### src/rtl/sample_hex_pkg.sv
// Shared constants for the sample-to-ASCII-hex formatter: ASCII codes,
// formatter FSM encoding and the nibble-to-character helper.
package sample_hex_pkg;

    localparam logic [7:0] ASCII_DIGIT_BASE  = 8'h30;
    localparam logic [7:0] ASCII_LETTER_BASE = 8'h41;
    localparam logic [7:0] ASCII_LETTER_OFS  = 8'd10;
    localparam logic [7:0] ASCII_CR          = 8'h0D;
    localparam logic [7:0] ASCII_LF          = 8'h0A;

    typedef enum logic [1:0] {
        ST_IDLE      = 2'd0,
        ST_LOAD      = 2'd1,
        ST_WAIT_BUSY = 2'd2,
        ST_WAIT_DONE = 2'd3
    } state_e;

    function automatic logic [7:0] hex_ascii(input logic [3:0] nib);
        if (nib < 4'd10) begin
            return ASCII_DIGIT_BASE + {4'h0, nib};
        end
        return ASCII_LETTER_BASE + ({4'h0, nib} - ASCII_LETTER_OFS);
    endfunction

endpackage

### src/rtl/sync_fifo.sv
// Synchronous first-word-fall-through FIFO, W bits x 2^DEPTH_LOG2 entries.
// A push while full is accepted only when a pop happens in the same cycle.
module sync_fifo #(
    parameter int W          = 16,
    parameter int DEPTH_LOG2 = 4
) (
    input  logic         clk,
    input  logic         rst,
    input  logic         push,
    input  logic [W-1:0] wdata,
    input  logic         pop,
    output logic [W-1:0] rdata,
    output logic         full,
    output logic         empty
);

    localparam int DEPTH = 2 ** DEPTH_LOG2;

    logic [W-1:0]          mem_q [DEPTH];
    logic [DEPTH_LOG2:0]   wr_ptr_q;
    logic [DEPTH_LOG2:0]   rd_ptr_q;
    logic                  do_push;
    logic                  do_pop;

    // Pointers carry one extra wrap bit to tell full from empty.
    assign empty = (wr_ptr_q == rd_ptr_q);
    assign full  = (wr_ptr_q[DEPTH_LOG2] != rd_ptr_q[DEPTH_LOG2]) &&
                   (wr_ptr_q[DEPTH_LOG2-1:0] == rd_ptr_q[DEPTH_LOG2-1:0]);

    assign do_pop  = pop && !empty;
    assign do_push = push && (!full || do_pop);
    assign rdata   = mem_q[rd_ptr_q[DEPTH_LOG2-1:0]];

    always_ff @(posedge clk) begin
        if (rst) begin
            wr_ptr_q <= '0;
            rd_ptr_q <= '0;
        end else begin
            if (do_push) begin
                mem_q[wr_ptr_q[DEPTH_LOG2-1:0]] <= wdata;
                wr_ptr_q <= wr_ptr_q + 1'b1;
            end
            if (do_pop) begin
                rd_ptr_q <= rd_ptr_q + 1'b1;
            end
        end
    end

endmodule

### src/rtl/sample_hex_tx.sv
// Buffers DSP samples and streams each one to a UART transmitter as uppercase
// ASCII hex plus a line terminator; SAMPLE_HEX_CRLF_EN selects CR LF over LF.
module sample_hex_tx
    import sample_hex_pkg::*;
#(
    parameter int W          = 16,
    parameter int DEPTH_LOG2 = 4
) (
    input  logic         clk,
    input  logic         rst,
    input  logic         in_valid,
    input  logic [W-1:0] in_data,
    input  logic         tx_ready,
    output logic         tx_start,
    output logic [7:0]   tx_data,
    output logic         busy,
    output logic         overflow
);

    localparam int DIGITS = W / 4;
    localparam int CNT_W  = $clog2(DIGITS + 1);
`ifdef SAMPLE_HEX_CRLF_EN
    localparam logic [1:0] TERM_BYTES = 2'd2;
`else
    localparam logic [1:0] TERM_BYTES = 2'd1;
`endif

    state_e             state_q;
    logic [W-1:0]       sh_q, sh_d, src_sh;
    logic [CNT_W-1:0]   cnt_q, cnt_d, src_cnt;
    logic [1:0]         term_q, term_d, src_term;
    logic               last_q, last_d;
    logic               tx_start_q;
    logic [7:0]         tx_data_q, byte_d;
    logic               busy_q, busy_d;
    logic               ovf_q;

    logic [W-1:0]       fifo_rdata;
    logic               fifo_full, fifo_empty, fifo_pop;
    logic               drop, advance, stay_idle, go_idle;

    sync_fifo #(
        .W          (W),
        .DEPTH_LOG2 (DEPTH_LOG2)
    ) u_fifo (
        .clk   (clk),
        .rst   (rst),
        .push  (in_valid),
        .wdata (in_data),
        .pop   (fifo_pop),
        .rdata (fifo_rdata),
        .full  (fifo_full),
        .empty (fifo_empty)
    );

    // Waiting for tx_ready in IDLE keeps a post-reset sample off the line
    // until the transmitter has finished the byte it was already sending.
    assign fifo_pop  = (state_q == ST_IDLE) && !fifo_empty && tx_ready;
    assign drop      = in_valid && fifo_full && !fifo_pop;
    assign advance   = fifo_pop || ((state_q == ST_WAIT_DONE) && tx_ready && !last_q);
    assign stay_idle = (state_q == ST_IDLE) && !fifo_pop;
    assign go_idle   = (state_q == ST_WAIT_DONE) && tx_ready && last_q;
    assign busy_d    = !(stay_idle || go_idle) || !fifo_empty || in_valid;

    // Next byte to send; in IDLE it is taken straight from the FIFO head so
    // tx_start can be registered on the same edge as the pop.
    always_comb begin
        src_sh   = sh_q;
        src_cnt  = cnt_q;
        src_term = term_q;
        if (state_q == ST_IDLE) begin
            src_sh   = fifo_rdata;
            src_cnt  = CNT_W'(DIGITS);
            src_term = TERM_BYTES;
        end
        byte_d = ASCII_LF;
        sh_d   = src_sh;
        cnt_d  = src_cnt;
        term_d = src_term;
        last_d = 1'b0;
        if (src_cnt != '0) begin
            byte_d = hex_ascii(src_sh[W-1 -: 4]);
            sh_d   = src_sh << 4;
            cnt_d  = src_cnt - CNT_W'(1);
        end else begin
            byte_d = (src_term == 2'd2) ? ASCII_CR : ASCII_LF;
            term_d = src_term - 2'd1;
            last_d = (src_term == 2'd1);
        end
    end

    always_ff @(posedge clk) begin
        if (rst) begin
            state_q    <= ST_IDLE;
            sh_q       <= '0;
            cnt_q      <= '0;
            term_q     <= '0;
            last_q     <= 1'b0;
            tx_start_q <= 1'b0;
            tx_data_q  <= 8'h00;
            busy_q     <= 1'b0;
            ovf_q      <= 1'b0;
        end else begin
            tx_start_q <= 1'b0;
            busy_q     <= busy_d;
            if (drop) begin
                ovf_q <= 1'b1;
            end
            if (advance) begin
                tx_start_q <= 1'b1;
                tx_data_q  <= byte_d;
                sh_q       <= sh_d;
                cnt_q      <= cnt_d;
                term_q     <= term_d;
                last_q     <= last_d;
            end
            case (state_q)
                ST_IDLE: begin
                    if (fifo_pop) begin
                        state_q <= ST_LOAD;
                    end
                end
                ST_LOAD: begin
                    state_q <= ST_WAIT_BUSY;
                end
                ST_WAIT_BUSY: begin
                    if (!tx_ready) begin
                        state_q <= ST_WAIT_DONE;
                    end
                end
                ST_WAIT_DONE: begin
                    if (tx_ready) begin
                        state_q <= last_q ? ST_IDLE : ST_LOAD;
                    end
                end
                default: begin
                    state_q <= ST_IDLE;
                end
            endcase
        end
    end

    assign tx_start = tx_start_q;
    assign tx_data  = tx_data_q;
    assign busy     = busy_q;
    assign overflow = ovf_q;

endmodule

### config.mk
export PLATFORM = sky130hd
export DESIGN_NAME = sample_hex_tx
export DESIGN_NICKNAME = d
export VERILOG_FILES = /design/src/rtl/sample_hex_pkg.sv /design/src/rtl/sync_fifo.sv /design/src/rtl/sample_hex_tx.sv
export SDC_FILE = /design/constraint.sdc
export NUM_CORES = 1
export LEC_CHECK = 0
export CAP_MARGIN = 40
export CORE_MARGIN = 10
export CORE_UTILIZATION = 60
export CTS_CLUSTER_SIZE = 40
export DETAILED_ROUTE_END_ITERATION = 6
export PLACE_DENSITY = 0.78
export SYNTH_ARGS = -nofsm -noshare
export SYNTH_HDL_FRONTEND = slang
export SYNTH_SLANG_ARGS = --single-unit
### constraint.sdc
create_clock -name clk -period 3.4 [get_ports clk]
set_clock_uncertainty 0.15 [all_clocks]
set_input_delay 0.68 -clock clk [delete_from_list [all_inputs] [get_ports clk]]
set_output_delay 0.68 -clock clk [all_outputs]
set_load 0.005 [all_outputs]
==> impl_summary.txt <==
----------------------------------------------------
[Route]
  Total via count in the routed design ... just under 7000
  Total Wirelength ... 26300 microns
  DRC errors left ... 0
  Routed wirelength normalized by instance count ... ~24 microns
  Vias per inst ... approximately 6
  Initial DRC count ... approximately 760
  Antenna Nets Post-Route ... 0
  Iteration count of the initial detailed-routing pass ... 5

[Timing]
  Setup TNS Final ... 0 ns
  Hold Fails Final Rpt ... 0
  RSZ-0062 raised after global routing ... no
  Max-slew violation count ... 0
  Highest clock rate ... ~0.32 GHz
  Least-Margin Pin Slew ... 0.741 ns
  Clock period minus worst slack ... around 3.1 ns
  Portion of the clock cycle consumed by the worst path in the final layout ... 90.9%
  Worst Setup Slack, final ... between 0.3 and 0.4 ns
  Setup violation total in the final timing report ... 0
  Worst slew margin ... approximately half

[GRT]
  Vias in the first global route ... just under 7000
  Pin count of the biggest net entering global routing ... 44
  Wire length of the first global-routing pass ... between 40000 and 50000 microns
  Global Route Usage Sum ... 19.8%
  Gr ovfl total ... 0
  Initial antenna violation count ... 0

[Clock tree]
  Number of H-tree levels ... 1
  # Post-CTS Setup Buffers ... 0
  Clock root buffer ... sky130_fd_sc_hd__clkbuf_16
  Number of buffers added to fix hold violations after cts ... 0
  Clock Sink Count ... about 300
  Clock tree from TritonCTS ... yes
  Clock latency on the worst-skew pair ... between 0.5 and 0.6 ns
  Number of gates resized after CTS ... 0
  Reg clk slew, reported paths ... 0.06 ns
  Number of buffers inserted during clock tree synthesis ... 28
  Clock Path Buffers ... 3

[Layout]
  Number of inserted diodes ... 0
  Nets ... 841
  Number of fillers in the final layout ... 1257
  Fraction of final layout cells with drive strength greater than 1 ... 18.2%
  Growth of design area from synthesis to finish ... 13.2%

[Power]
  Power Density ... 681 mW/mm^2
  Max rail drop VDD ... roughly 0.44 mV
  Leakage power summed over all cells ... between 4 and 5 nW
  Tot Pwr ... between 9 and 10 mW

[Synth]
  Share of the synthesized area in the top cell type ... between 60% and 70%
  Netlist area before placement ... 0.0124 sq mm
  Primary FF master, synth ... sky130_fd_sc_hd__edfxtp_1
  Most used standard cell by instance count after synthesis ... sky130_fd_sc_hd__edfxtp_1
  Instance count of the mapped netlist ... 741
  Number of synthesized register bits ... ~300
  Average size of a mapped cell ... 16.7 sq um
  Number of distinct library cells after synthesis ... 56
  EDFF count, synth ... 256
  Total nets after synthesis ... about 780
  Biggest area consumer among synthesized cells ... sky130_fd_sc_hd__edfxtp_1
  Top post-synthesis cells by count ... 256 x sky130_fd_sc_hd__edfxtp_1, 70 x sky130_fd_sc_hd__nor2_1, 53 x sky130_fd_sc_hd__mux4_2
  Proportion of synthesized chip area in sequential cells ... 70.0%
  Synth async-reset ratio ... 0%
  Leading post-synthesis cells by cell area ... sky130_fd_sc_hd__edfxtp_1 62%, sky130_fd_sc_hd__mux4_2 9.7%, sky130_fd_sc_hd__dfxtp_1 7.8%
  Synthesis Warnings ... 0

[Critical path]
  Worst path max stage delay ... between 0.5 and 0.6 ns
  Crit path top cell by count ... sky130_fd_sc_hd__inv_1
  Cell Chain, Critical Path ... mux4_1 > mux2i_1 > o2bb2ai_1 > or2_2 > inv_1 > ha_1 > inv_1 > ha_1 > inv_1 > mux2i_1 > a2111oi_0
  Max Fanout on Critical Path ... 15
  WP data arrival ... approximately 3.4 ns
  Sort of element at the start of the critical path ... flip-flop
  Critical-path cell with the highest stage delay ... sky130_fd_sc_hd__mux4_1
  Worst Path Required ... 3.67 ns
  Worst setup EP type ... flip-flop
  Setup Crit Path Kind ... reg2reg

[Place]
  Worst slack at placement ... roughly 0.28 ns
  # port buffers ... 29
  Final HPWL DP ... 16700 microns
  Placer's final routability congestion estimate ... ~0.9

[Die]
  Site Rows ... 52
  Die Height ... between 150 and 200 microns
  Area of the die ... 0.0267 sq mm
  Core region area ... about 0.020 sq mm
  Starting density of the core ... between 60% and 70%
  Overall die width ... between 150 and 200 microns
  Boundary Pins ... 31

[Flow run]
  Maxcap violations ... 0

[Worst hold path]
  Type of the worst min-delay path ... reg2reg

[Run status]
  Status ... finished clean

----------------------------------------------------
state kept, by name, summed over array words and instances, names as in the netlist, 2 cells and up, named ones only:
register	flops
tx_data	7
sh_q	16
u_fifo.mem_q	256
u_fifo.rd_ptr_q	5
cnt_q	3
u_fifo.wr_ptr_q	5
state_q	2
term_q	2
path summary, 6_finish.rpt:
| check | slack [ns] | start | endpoint | cells past startpoint |
|---|---|---|---|---|
| worst min-delay path | 0.30 | tx_data[6] | tx_data[6] | 2 |
| worst min register to register | 0.30 | tx_data[6] | tx_data[6] | 2 |
| worst max-delay path | 0.31 | flip-flop | tx_data[1] | 11 |
| worst max register to register | 0.31 | flip-flop | tx_data[1] | 11 |
where the power goes:
part	switching, mW	internal [mW]	leakage (nW)	total (mW)
logic	1.24	0.954	1.56	2.19
clock network	1.29	1.75	0.427	3.04
registers	0.113	4.18	2.70	4.30
total	2.64	6.88	4.68	9.53
kinds of logic after synthesis:
group,synth area share (%)
AO/OA/AOI/OAI,4.95
other,0.0303
multiplexers,14.2
XOR/XNOR,1.20
adder cells (fa/ha/maj),1.82
flip-flops,70.0
buffers and inverters,2.53
AND/OR/NAND/NOR,5.30
layout by cell type (no fill, tap or decap), types with 5 or more instances in the layout:
cell                              count
sky130_fd_sc_hd__clkbuf_1            10
sky130_fd_sc_hd__a21oi_1             23
sky130_fd_sc_hd__dfxtp_1             46
sky130_fd_sc_hd__o32ai_1              5
sky130_fd_sc_hd__nor2_1              65
sky130_fd_sc_hd__clkbuf_16           28
sky130_fd_sc_hd__clkinv_1             8
sky130_fd_sc_hd__ha_1                18
sky130_fd_sc_hd__mux2i_1             36
sky130_fd_sc_hd__xnor2_1              6
sky130_fd_sc_hd__xor2_1              11
sky130_fd_sc_hd__inv_1               23
sky130_fd_sc_hd__nor2_2               5
sky130_fd_sc_hd__o21ai_0             16
sky130_fd_sc_hd__mux4_2              53
sky130_fd_sc_hd__nand2_1             49
sky130_fd_sc_hd__buf_4               42
sky130_fd_sc_hd__o221ai_1             6
sky130_fd_sc_hd__mux4_1               6
sky130_fd_sc_hd__a221oi_1             5
sky130_fd_sc_hd__edfxtp_1           256
sky130_fd_sc_hd__clkdlybuf4s50_1     29
sky130_fd_sc_hd__nand2b_1            11
sky130_fd_sc_hd__a22oi_1              7
critical path, delay by kind of cell, from the launching register on:
kind	cells	cell delay, ns
buffers and inverters	3	0.31
muxes	3	0.85
DFF	1	0.49
adders and majority gates	2	0.41
AOI/OAI and AO/OA	2	0.44
and+or+nand+nor	1	0.33
final cells by class:
type	instances	area [sq um]	share of cell area, %
Clock buffer	38	738	5.27
Tap cell	270	338	2.41
Inverter	25	93.8	0.671
Sequential cell	304	8660	61.9
Clock inverter	14	149	1.06
Multi-Input combinational cell	373	3410	24.4
Timing Repair Buffer	71	606	4.33
metrics by stage:
stage / hold slack [ns] / instances / utilization (%) / cell area (sq um)
after detailed placement: 0.287 / 1043 / 64.8 / 13100
after CTS: 0.306 / 1095 / 69.2 / 14000
after global routing: 0.335 / 1095 / 69.2 / 14000
after floorplan: 0.281 / 741 / - / 12400
after global placement: 0.291 / 1043 / 64.8 / 13100
final: 0.302 / 1095 / 69.2 / 14000
routing by layer:
metal,global-route usage (%),wire length (microns),vias up
li1,-,-,2994
met1,26.9,10800,3432
met2,32.8,13100,284
met3,3.50,1890,51
met4,4.91,561,0
met5,0,0,-
Note: power is estimated with default switching activity, not from simulation.
